**src/rtl/y_tap_line_buffer.sv**
```systemverilog
`default_nettype none
// ============================================================================
//  Module      : y_tap_line_buffer
//  Description : Vertical tap generator for the bicubic Y pass. Keeps the
//                previous three rows in line buffers and emits four
//                vertically aligned taps per column, oldest row first.
//  Revision    : 1.0 - initial release
// ============================================================================
module y_tap_line_buffer #(
  parameter int LINE_W   = 64,
  parameter int COL_BITS = 6,
  parameter int DW       = 15
) (
  input  logic                clk,
  input  logic                rst,
  input  logic                in_valid,
  input  logic [DW-1:0]       in_data,
  input  logic                in_sof,
  output logic                out_valid,
  output logic [DW-1:0]       out_tap0,
  output logic [DW-1:0]       out_tap1,
  output logic [DW-1:0]       out_tap2,
  output logic [DW-1:0]       out_tap3,
  output logic [COL_BITS-1:0] out_col,
  output logic                out_eol
);

  localparam logic [COL_BITS-1:0] LAST_COL = COL_BITS'(LINE_W - 1);
  localparam logic [1:0]          FILL_MAX = 2'd3;

  // Line buffers: lb0 holds row r-3, lb1 row r-2, lb2 row r-1 for each column.
  // They are deliberately left out of reset; fill gating hides stale content.
  logic [DW-1:0] lb0_q [LINE_W];
  logic [DW-1:0] lb1_q [LINE_W];
  logic [DW-1:0] lb2_q [LINE_W];

  logic [COL_BITS-1:0] col_cnt_q, col_cnt_d;
  logic [1:0]          fill_q, fill_d;
  logic                out_valid_q, out_valid_d;
  logic [DW-1:0]       tap0_q, tap0_d;
  logic [DW-1:0]       tap1_q, tap1_d;
  logic [DW-1:0]       tap2_q, tap2_d;
  logic [DW-1:0]       tap3_q, tap3_d;
  logic [COL_BITS-1:0] out_col_q, out_col_d;
  logic                out_eol_q, out_eol_d;

  logic [COL_BITS-1:0] col_eff;
  logic [1:0]          fill_eff;
  logic [DW-1:0]       rd0, rd1, rd2;

  // Next-state: column/row bookkeeping and tap capture for an accepted sample.
  always_comb begin
    col_eff     = in_sof ? '0 : col_cnt_q;
    fill_eff    = in_sof ? 2'd0 : fill_q;
    rd0         = lb0_q[col_eff];
    rd1         = lb1_q[col_eff];
    rd2         = lb2_q[col_eff];
    col_cnt_d   = col_cnt_q;
    fill_d      = fill_q;
    out_valid_d = 1'b0;
    out_eol_d   = 1'b0;
    tap0_d      = tap0_q;
    tap1_d      = tap1_q;
    tap2_d      = tap2_q;
    tap3_d      = tap3_q;
    out_col_d   = out_col_q;
    if (in_valid) begin
      tap0_d      = rd0;
      tap1_d      = rd1;
      tap2_d      = rd2;
      tap3_d      = in_data;
      out_col_d   = col_eff;
      out_valid_d = (fill_eff == FILL_MAX);
      out_eol_d   = (fill_eff == FILL_MAX) && (col_eff == LAST_COL);
      if (col_eff == LAST_COL) begin
        col_cnt_d = '0;
        fill_d    = (fill_eff == FILL_MAX) ? FILL_MAX : 2'(fill_eff + 2'd1);
      end else begin
        col_cnt_d = COL_BITS'(col_eff + 1'b1);
        fill_d    = fill_eff;
      end
    end
  end

  // Control and output registers with synchronous reset.
  always_ff @(posedge clk) begin
    if (rst) begin
      col_cnt_q   <= '0;
      fill_q      <= 2'd0;
      out_valid_q <= 1'b0;
      tap0_q      <= '0;
      tap1_q      <= '0;
      tap2_q      <= '0;
      tap3_q      <= '0;
      out_col_q   <= '0;
      out_eol_q   <= 1'b0;
    end else begin
      col_cnt_q   <= col_cnt_d;
      fill_q      <= fill_d;
      out_valid_q <= out_valid_d;
      tap0_q      <= tap0_d;
      tap1_q      <= tap1_d;
      tap2_q      <= tap2_d;
      tap3_q      <= tap3_d;
      out_col_q   <= out_col_d;
      out_eol_q   <= out_eol_d;
    end
  end

  // Row shift through the line buffers at the visited column (read-before-write).
  always_ff @(posedge clk) begin
    if (!rst && in_valid) begin
      lb0_q[col_eff] <= rd1;
      lb1_q[col_eff] <= rd2;
      lb2_q[col_eff] <= in_data;
    end
  end

  assign out_valid = out_valid_q;
  assign out_tap0  = tap0_q;
  assign out_tap1  = tap1_q;
  assign out_tap2  = tap2_q;
  assign out_tap3  = tap3_q;
  assign out_col   = out_col_q;
  assign out_eol   = out_eol_q;

endmodule
`default_nettype wire

```
**config.mk**
```make
export PLATFORM = sky130hd
export DESIGN_NAME = y_tap_line_buffer
export DESIGN_NICKNAME = d
export VERILOG_FILES = /design/src/rtl/y_tap_line_buffer.sv
export SDC_FILE = /design/constraint.sdc
export NUM_CORES = 2
export LEC_CHECK = 0
export ABC_CLOCK_PERIOD_IN_PS = 12000
export BUFFER_PORTS_ARGS = -buffer_cell sky130_fd_sc_hd__buf_2
export CORE_ASPECT_RATIO = 0.8
export CORE_MARGIN = 2
export CORE_UTILIZATION = 68
export CTS_CLUSTER_SIZE = 24
export DETAILED_ROUTE_END_ITERATION = 16
export PLACE_DENSITY_LB_ADDON = 0.05
export SLEW_MARGIN = 20
export SYNTH_ARGS = -nofsm -noshare
export SYNTH_HDL_FRONTEND = slang
export SYNTH_SLANG_ARGS = --single-unit
```
**constraint.sdc**
```tcl
create_clock -name clk -period 12 [get_ports clk]
set_input_delay 1.2 -clock clk [delete_from_list [all_inputs] [get_ports clk]]
set_output_delay 1.2 -clock clk [all_outputs]
set_load 0.1 [all_outputs]
```
[Yosys cells after proc, flatten, opt, wreduce, memory -nomap -nowiden]
Memory sizes are Yosys's and may differ from the RTL's. A register that Yosys moved wholly into a read port is not among the register bits.
Index checks and enable logic that the tools add are counted.
Storage, ports and cells
  flip-flop bits (word level): 61
  bits in writable memories: 2880
  input port bits: 19
  word-level logic and storage cells: 27
  memories: 3
Cells by class
  $add $sub $neg: 2
  equal/unequal tests: 2
  mux-type cells: 7
  bitwise logic cells: 1
  reductions and logical operators: 4
Memories
  lb0_q: words 64, width 15, rd ports 1, clocked after memory_dff 1, write ports 1, RTL line 33  | logic [DW-1:0] lb0_q [LINE_W];
  lb1_q: words 64, width 15, rd ports 1, clocked after memory_dff 0, write ports 1, RTL line 34  | logic [DW-1:0] lb1_q [LINE_W];
  lb2_q: words 64, width 15, rd ports 1, clocked after memory_dff 0, write ports 1, RTL line 35  | logic [DW-1:0] lb2_q [LINE_W];
Operators with widths (count)
  $mux 6: 2
  $add 6x1->6 const B: 1
  $eq 6x6->1 const B: 1
  $mux 2: 3
  $add 2x1->2 const B: 1
  $eq 2x2->1 const B: 1
  $logic_and 1x1->1: 2
  $mux 1: 2
  $reduce_or 2->1: 1
  $logic_not 1->1: 1
  $not 1->1: 1

[Longest topological paths before layout]
  depth after elaboration: 4
  gate-level depth with buffers: 13
  gate-level depth less buffers: 8

[Least setup slack after synthesis]
OpenSTA, ideal clock, no wires.
  path kind: in2reg
  start point: input in_sof
  end point: memory lb0_q[17][0], enable pin
  setup time: 0.448 ns
  data arrival time: 4.577 ns
  setup slack: 6.975 ns
  stages on the path: 7
  cells stage by stage: buf_2 > buf_4 > nor4b_2 > buf_2 > buf_1 > nand2_1 > nor2_1
Between the ends
  cells in the longest elaborated chain, start to end: 1
RTL lines
  start, declared: RTL line 18  | input logic in_sof,
  $mux 6: RTL line 53  | col_eff = in_sof ? '0 : col_cnt_q;
  end, declared: RTL line 33
No other way between the ends.

[Final worst setup path]
  start point: register col_cnt_q[0]
  end point: memory lb1_q[13][14] (data pin)
Between the ends
  cells in the longest elaborated chain, start to end: 2
RTL lines
  start, declared: RTL line 37  | logic [COL_BITS-1:0] col_cnt_q, col_cnt_d;
  start signal, assigned: RTL line 98  | col_cnt_q <= col_cnt_d;
  $mux 6: RTL line 53
  $mem_v2 64x15
  via rd2[14]: RTL line 49  | logic [DW-1:0] rd0, rd1, rd2;
  end, declared: RTL line 34
The timed path passes the listed nets, and every way through them passes these cells.

==> implementation parameters <==
Parameter                              Value

Final layout
  Area added between synthesis and finish ... 11.3%
  Sequential cell area ... 88000 sq um
  Number of filler cells placed in the layout ... 9285
  End-of-flow core utilization ... 76.5%
  Layout cell share with drive strength beyond 1 ... 13.3%
  Final net count ... 6740
  Area of the multi-input gates ... 24000 sq um

Synthesis
  Post-synth top area share ... 76.3%
  Cell count after synthesis ... 6571
  Area leader, netlist ... sky130_fd_sc_hd__edfxtp_1
  Post-synthesis instance area ... 113000 sq um
  Total nets after synthesis ... 6591
  Sequential cell area fraction in the yosys report ... 77.7%
  Area contributors post-synth ... sky130_fd_sc_hd__edfxtp_1 76%, sky130_fd_sc_hd__mux2i_1 6.3%, sky130_fd_sc_hd__a22oi_1 1.7%, sky130_fd_sc_hd__a21oi_1 1.6%, sky130_fd_sc_hd__o22ai_1 1.4%
  Unique masters post-synth ... 72
  Ys flop type ... sky130_fd_sc_hd__edfxtp_1
  Mean Syn Cell Area ... 17.2 sq um
  Number of synthesized flops with an enable pin ... 2880
  Flip-flop and latch count after synthesis ... 2956
  Count of yosys warnings during synthesis ... 0
  Share of synthesized flip-flops with an asynchronous set or reset ... 0%

Power
  Lkg Pwr ... 39.8 nW
  Total power ... 21.1 mW
  Pwr Density ... 167 nW/um^2
  VDD IR-drop max ... 0.166 mV

Setup path
  Crit path launch type ... flop
  Register-to-register setup slack ... 6190 ps
  Element type at the critical path end ... flop
  Worst setup path class ... reg2reg
  Arrival time worst endpoint ... 6350 ps
  Largest fanout on the critical path ... 120
  Req. time, crit path ... 12540 ps

STA
  Top achievable clock speed ... 172 MHz
  Final hold vios ... 0
  Setup WS post-layout ... 6190 ps
  Fin Hold WS ... 489 ps
  Setup-violating endpoint count in the final report ... 0
  Final period demand of the worst path ... 5810 ps
  Worst-Margin Slew ... 1240 ps
  Worst slew margin ... 17.2%
  Ratio of final minimum period to clock period ... 48.4%
  Unrepaired setup endpoints after global routing ... no
  Total Negative Setup Slacks ... 0 ps
  Fin Clk Skew ... 52.6 ps
  Max Transition Viols Final ... 0

GRT
  GRT overflow ... 0
  Global-route usage over all layers ... 42.8%
  Global-route wire length before repair ... 501000 um
  Maximum number of pins on one net before global-route repair ... 121
  Via count of the first global-routing pass ... 64654
  Number of antenna violations at the first check in global routing ... 14

Clocking
  Number of hold-repair buffers added at the cts stage ... 0
  Clock buffers created by TritonCTS ... 292
  Clock slew at the register clock pins of the worst setup and hold paths ... 60 ps
  Maximum clock path buffer count ... 4
  Number of clock sinks seen by CTS ... 2956
  Clock tree root driver cell ... sky130_fd_sc_hd__clkbuf_16
  TritonCTS clock tree ... done
  Post-CTS Repair Setup Buffers ... 0
  H-Tree Level Count ... 5
  Count of cells resized by post-cts repair ... 0
  Clock latency reported for the late side of the worst-skew pair ... 930 ps

Detailed routing
  Post-detailed-routing wire length ... 365000 um
  Remaining number of nets flagged by the antenna check after routing ... 0
  Number of remaining DRC errors ... 0
  Iteration count of the initial detailed-routing pass ... 8
  Routed WL per cell ... 39.8 um
  Vias per inst ... 7.55
  Number of vias in the routed layout ... 69063
  DR iter-0 viols ... 13607

Die
  Effective utilization at floorplan ... 68.7%
  Core area ... 165000 sq um
  I/O pin count ... 87
  Die X ... 460 um
  Height of the die ... 369 um
  Die Outline Area ... 170000 sq um
  Row Count ... 133

Placed design
  PortBufs ... 86
  Placed wire-length estimate after detailed placement ... 190000 um
  Global placement routability congestion ... 0.876
  DP Worst Slack ... 5630 ps

Min path
  Kind of path behind the tightest hold check ... reg2reg

Run
  Number of max-capacitance violations reported ... 0

Outcome
  Run status ... finished, final reports clean
[cell usage after synthesis (20+ instances only)]
master,n
sky130_fd_sc_hd__a41oi_1,23
sky130_fd_sc_hd__a221oi_1,59
sky130_fd_sc_hd__mux2_2,49
sky130_fd_sc_hd__a22oi_1,262
sky130_fd_sc_hd__buf_4,41
sky130_fd_sc_hd__nor2_1,238
sky130_fd_sc_hd__buf_1,61
sky130_fd_sc_hd__nand3b_1,44
sky130_fd_sc_hd__o21bai_1,23
sky130_fd_sc_hd__o22ai_1,255
sky130_fd_sc_hd__mux2i_1,714
sky130_fd_sc_hd__o221ai_1,53
sky130_fd_sc_hd__clkbuf_1,206
sky130_fd_sc_hd__or3b_2,46
sky130_fd_sc_hd__o21ai_0,151
sky130_fd_sc_hd__nand3_1,77
sky130_fd_sc_hd__buf_2,144
sky130_fd_sc_hd__a2111oi_0,70
sky130_fd_sc_hd__o2bb2ai_1,47
sky130_fd_sc_hd__nand2_1,140
sky130_fd_sc_hd__o22a_1,62
sky130_fd_sc_hd__and2_1,39
sky130_fd_sc_hd__a221o_1,20
sky130_fd_sc_hd__a22o_1,111
sky130_fd_sc_hd__nor4_1,21
sky130_fd_sc_hd__dfxtp_1,76
sky130_fd_sc_hd__a21oi_1,356
sky130_fd_sc_hd__edfxtp_1,2880
sky130_fd_sc_hd__a211oi_1,64
[through the flow]
stage / area [sq um] / cells
2_1_floorplan: 113000 / 6571
3_3_place_gp: 117000 / 8642
3_5_place_dp: 117000 / 8649
4_1_cts: 126000 / 9140
5_1_grt: 126000 / 9146
6_report: 126000 / 9151
[cells in the final DEF (no fill, tap or decap), drive strengths merged, types with 11 or more instances in the layout]
cell        n
a22oi     262
nand3b     44
dfxtp      76
and2       40
nand2b     15
a211oi     64
edfxtp   2880
o22ai     255
nor2      238
mux2       49
a31oi      17
o2bb2ai    47
o21a       19
a32oi      13
o22a       62
a221oi     59
a211o      11
clkbuf    402
a221o      20
nor3       16
o221ai     53
a2111oi    70
bufinv     12
a222oi     17
nor4       21
mux4       11
o21ai     152
clkinv     77
nand3      77
a41oi      23
o21bai     23
buf       312
mux2i     714
nand2     140
a21oi     356
or3b       47
o211ai     12
a22o      111
[worst max-delay path: stages (launching register included)]
cell and delay (ps):
sky130_fd_sc_hd__dfxtp_4 810, sky130_fd_sc_hd__buf_12 620, sky130_fd_sc_hd__buf_12 490, sky130_fd_sc_hd__buf_4 560
sky130_fd_sc_hd__buf_4 800, sky130_fd_sc_hd__mux2i_1 250, sky130_fd_sc_hd__o21ai_0 100, sky130_fd_sc_hd__a2111oi_0 720
sky130_fd_sc_hd__o22a_1 300, sky130_fd_sc_hd__nand3_2 90, sky130_fd_sc_hd__buf_4 300
[report_power, final]
group / switching, mW / internal (mW)
combinational: 0.740 / 0.230
clock: 3.70 / 4.95
sequential: 0.0323 / 11.4
total: 4.47 / 16.6
[path summary, 6_finish.rpt]
kind	from	endpoint	cells after the start
hold / removal	out_tap3[14]	out_tap3[14]	2
setup reg to reg	col_cnt_q[0]	lb1_q[13][14]	10
setup / recovery	col_cnt_q[0]	lb1_q[13][14]	10
hold reg to reg	out_tap3[14]	out_tap3[14]	2
[logic make-up (layout without fill, tap and decap cells)]
kind of cell	count (synthesis)	after routing	share of synthesized area, %
fa+ha+maj	1	1	0.0110
compound gates	1695	1695	10.4
simple gates	679	679	3.01
flops	2956	2956	77.7
mux	774	774	7.01
other cells	0	7	0
buf+inv	466	812	1.87
[state kept, by name, indices dropped and copies added, names as in the netlist, 6 cells and up]
name	cells
col_cnt_q	6
lb0_q	960
lb1_q	960
lb2_q	960
out_col	6
out_tap0	15
out_tap1	15
out_tap2	15
out_tap3	15
[area by class of cell]
| cell class | instances | share of cell area, % |
|---|---|---|
| clock inverters | 89 | 0.549 |
| clock buffers | 402 | 6.43 |
| flip-flops and latches | 2956 | 69.8 |
| diodes | 7 | 0.0139 |
| repair buffers | 312 | 1.96 |
| inverters | 9 | 0.0327 |
| well taps | 2227 | 2.21 |
| multi-input cells | 3149 | 19.0 |
[metal layers]
metal / part of all wire, % / GRT usage, % / routed length, um / vias to the layer above
met5: 0.024 / 0 / 86 / -
met4: 6.1 / 20.7 / 22200 / 12
met3: 17 / 14.7 / 61000 / 1300
met2: 43 / 61.6 / 157000 / 6425
met1: 34 / 59.3 / 124000 / 34263
li1: - / - / - / 27063
No activity file was read; power rests on OpenSTA's default activity.
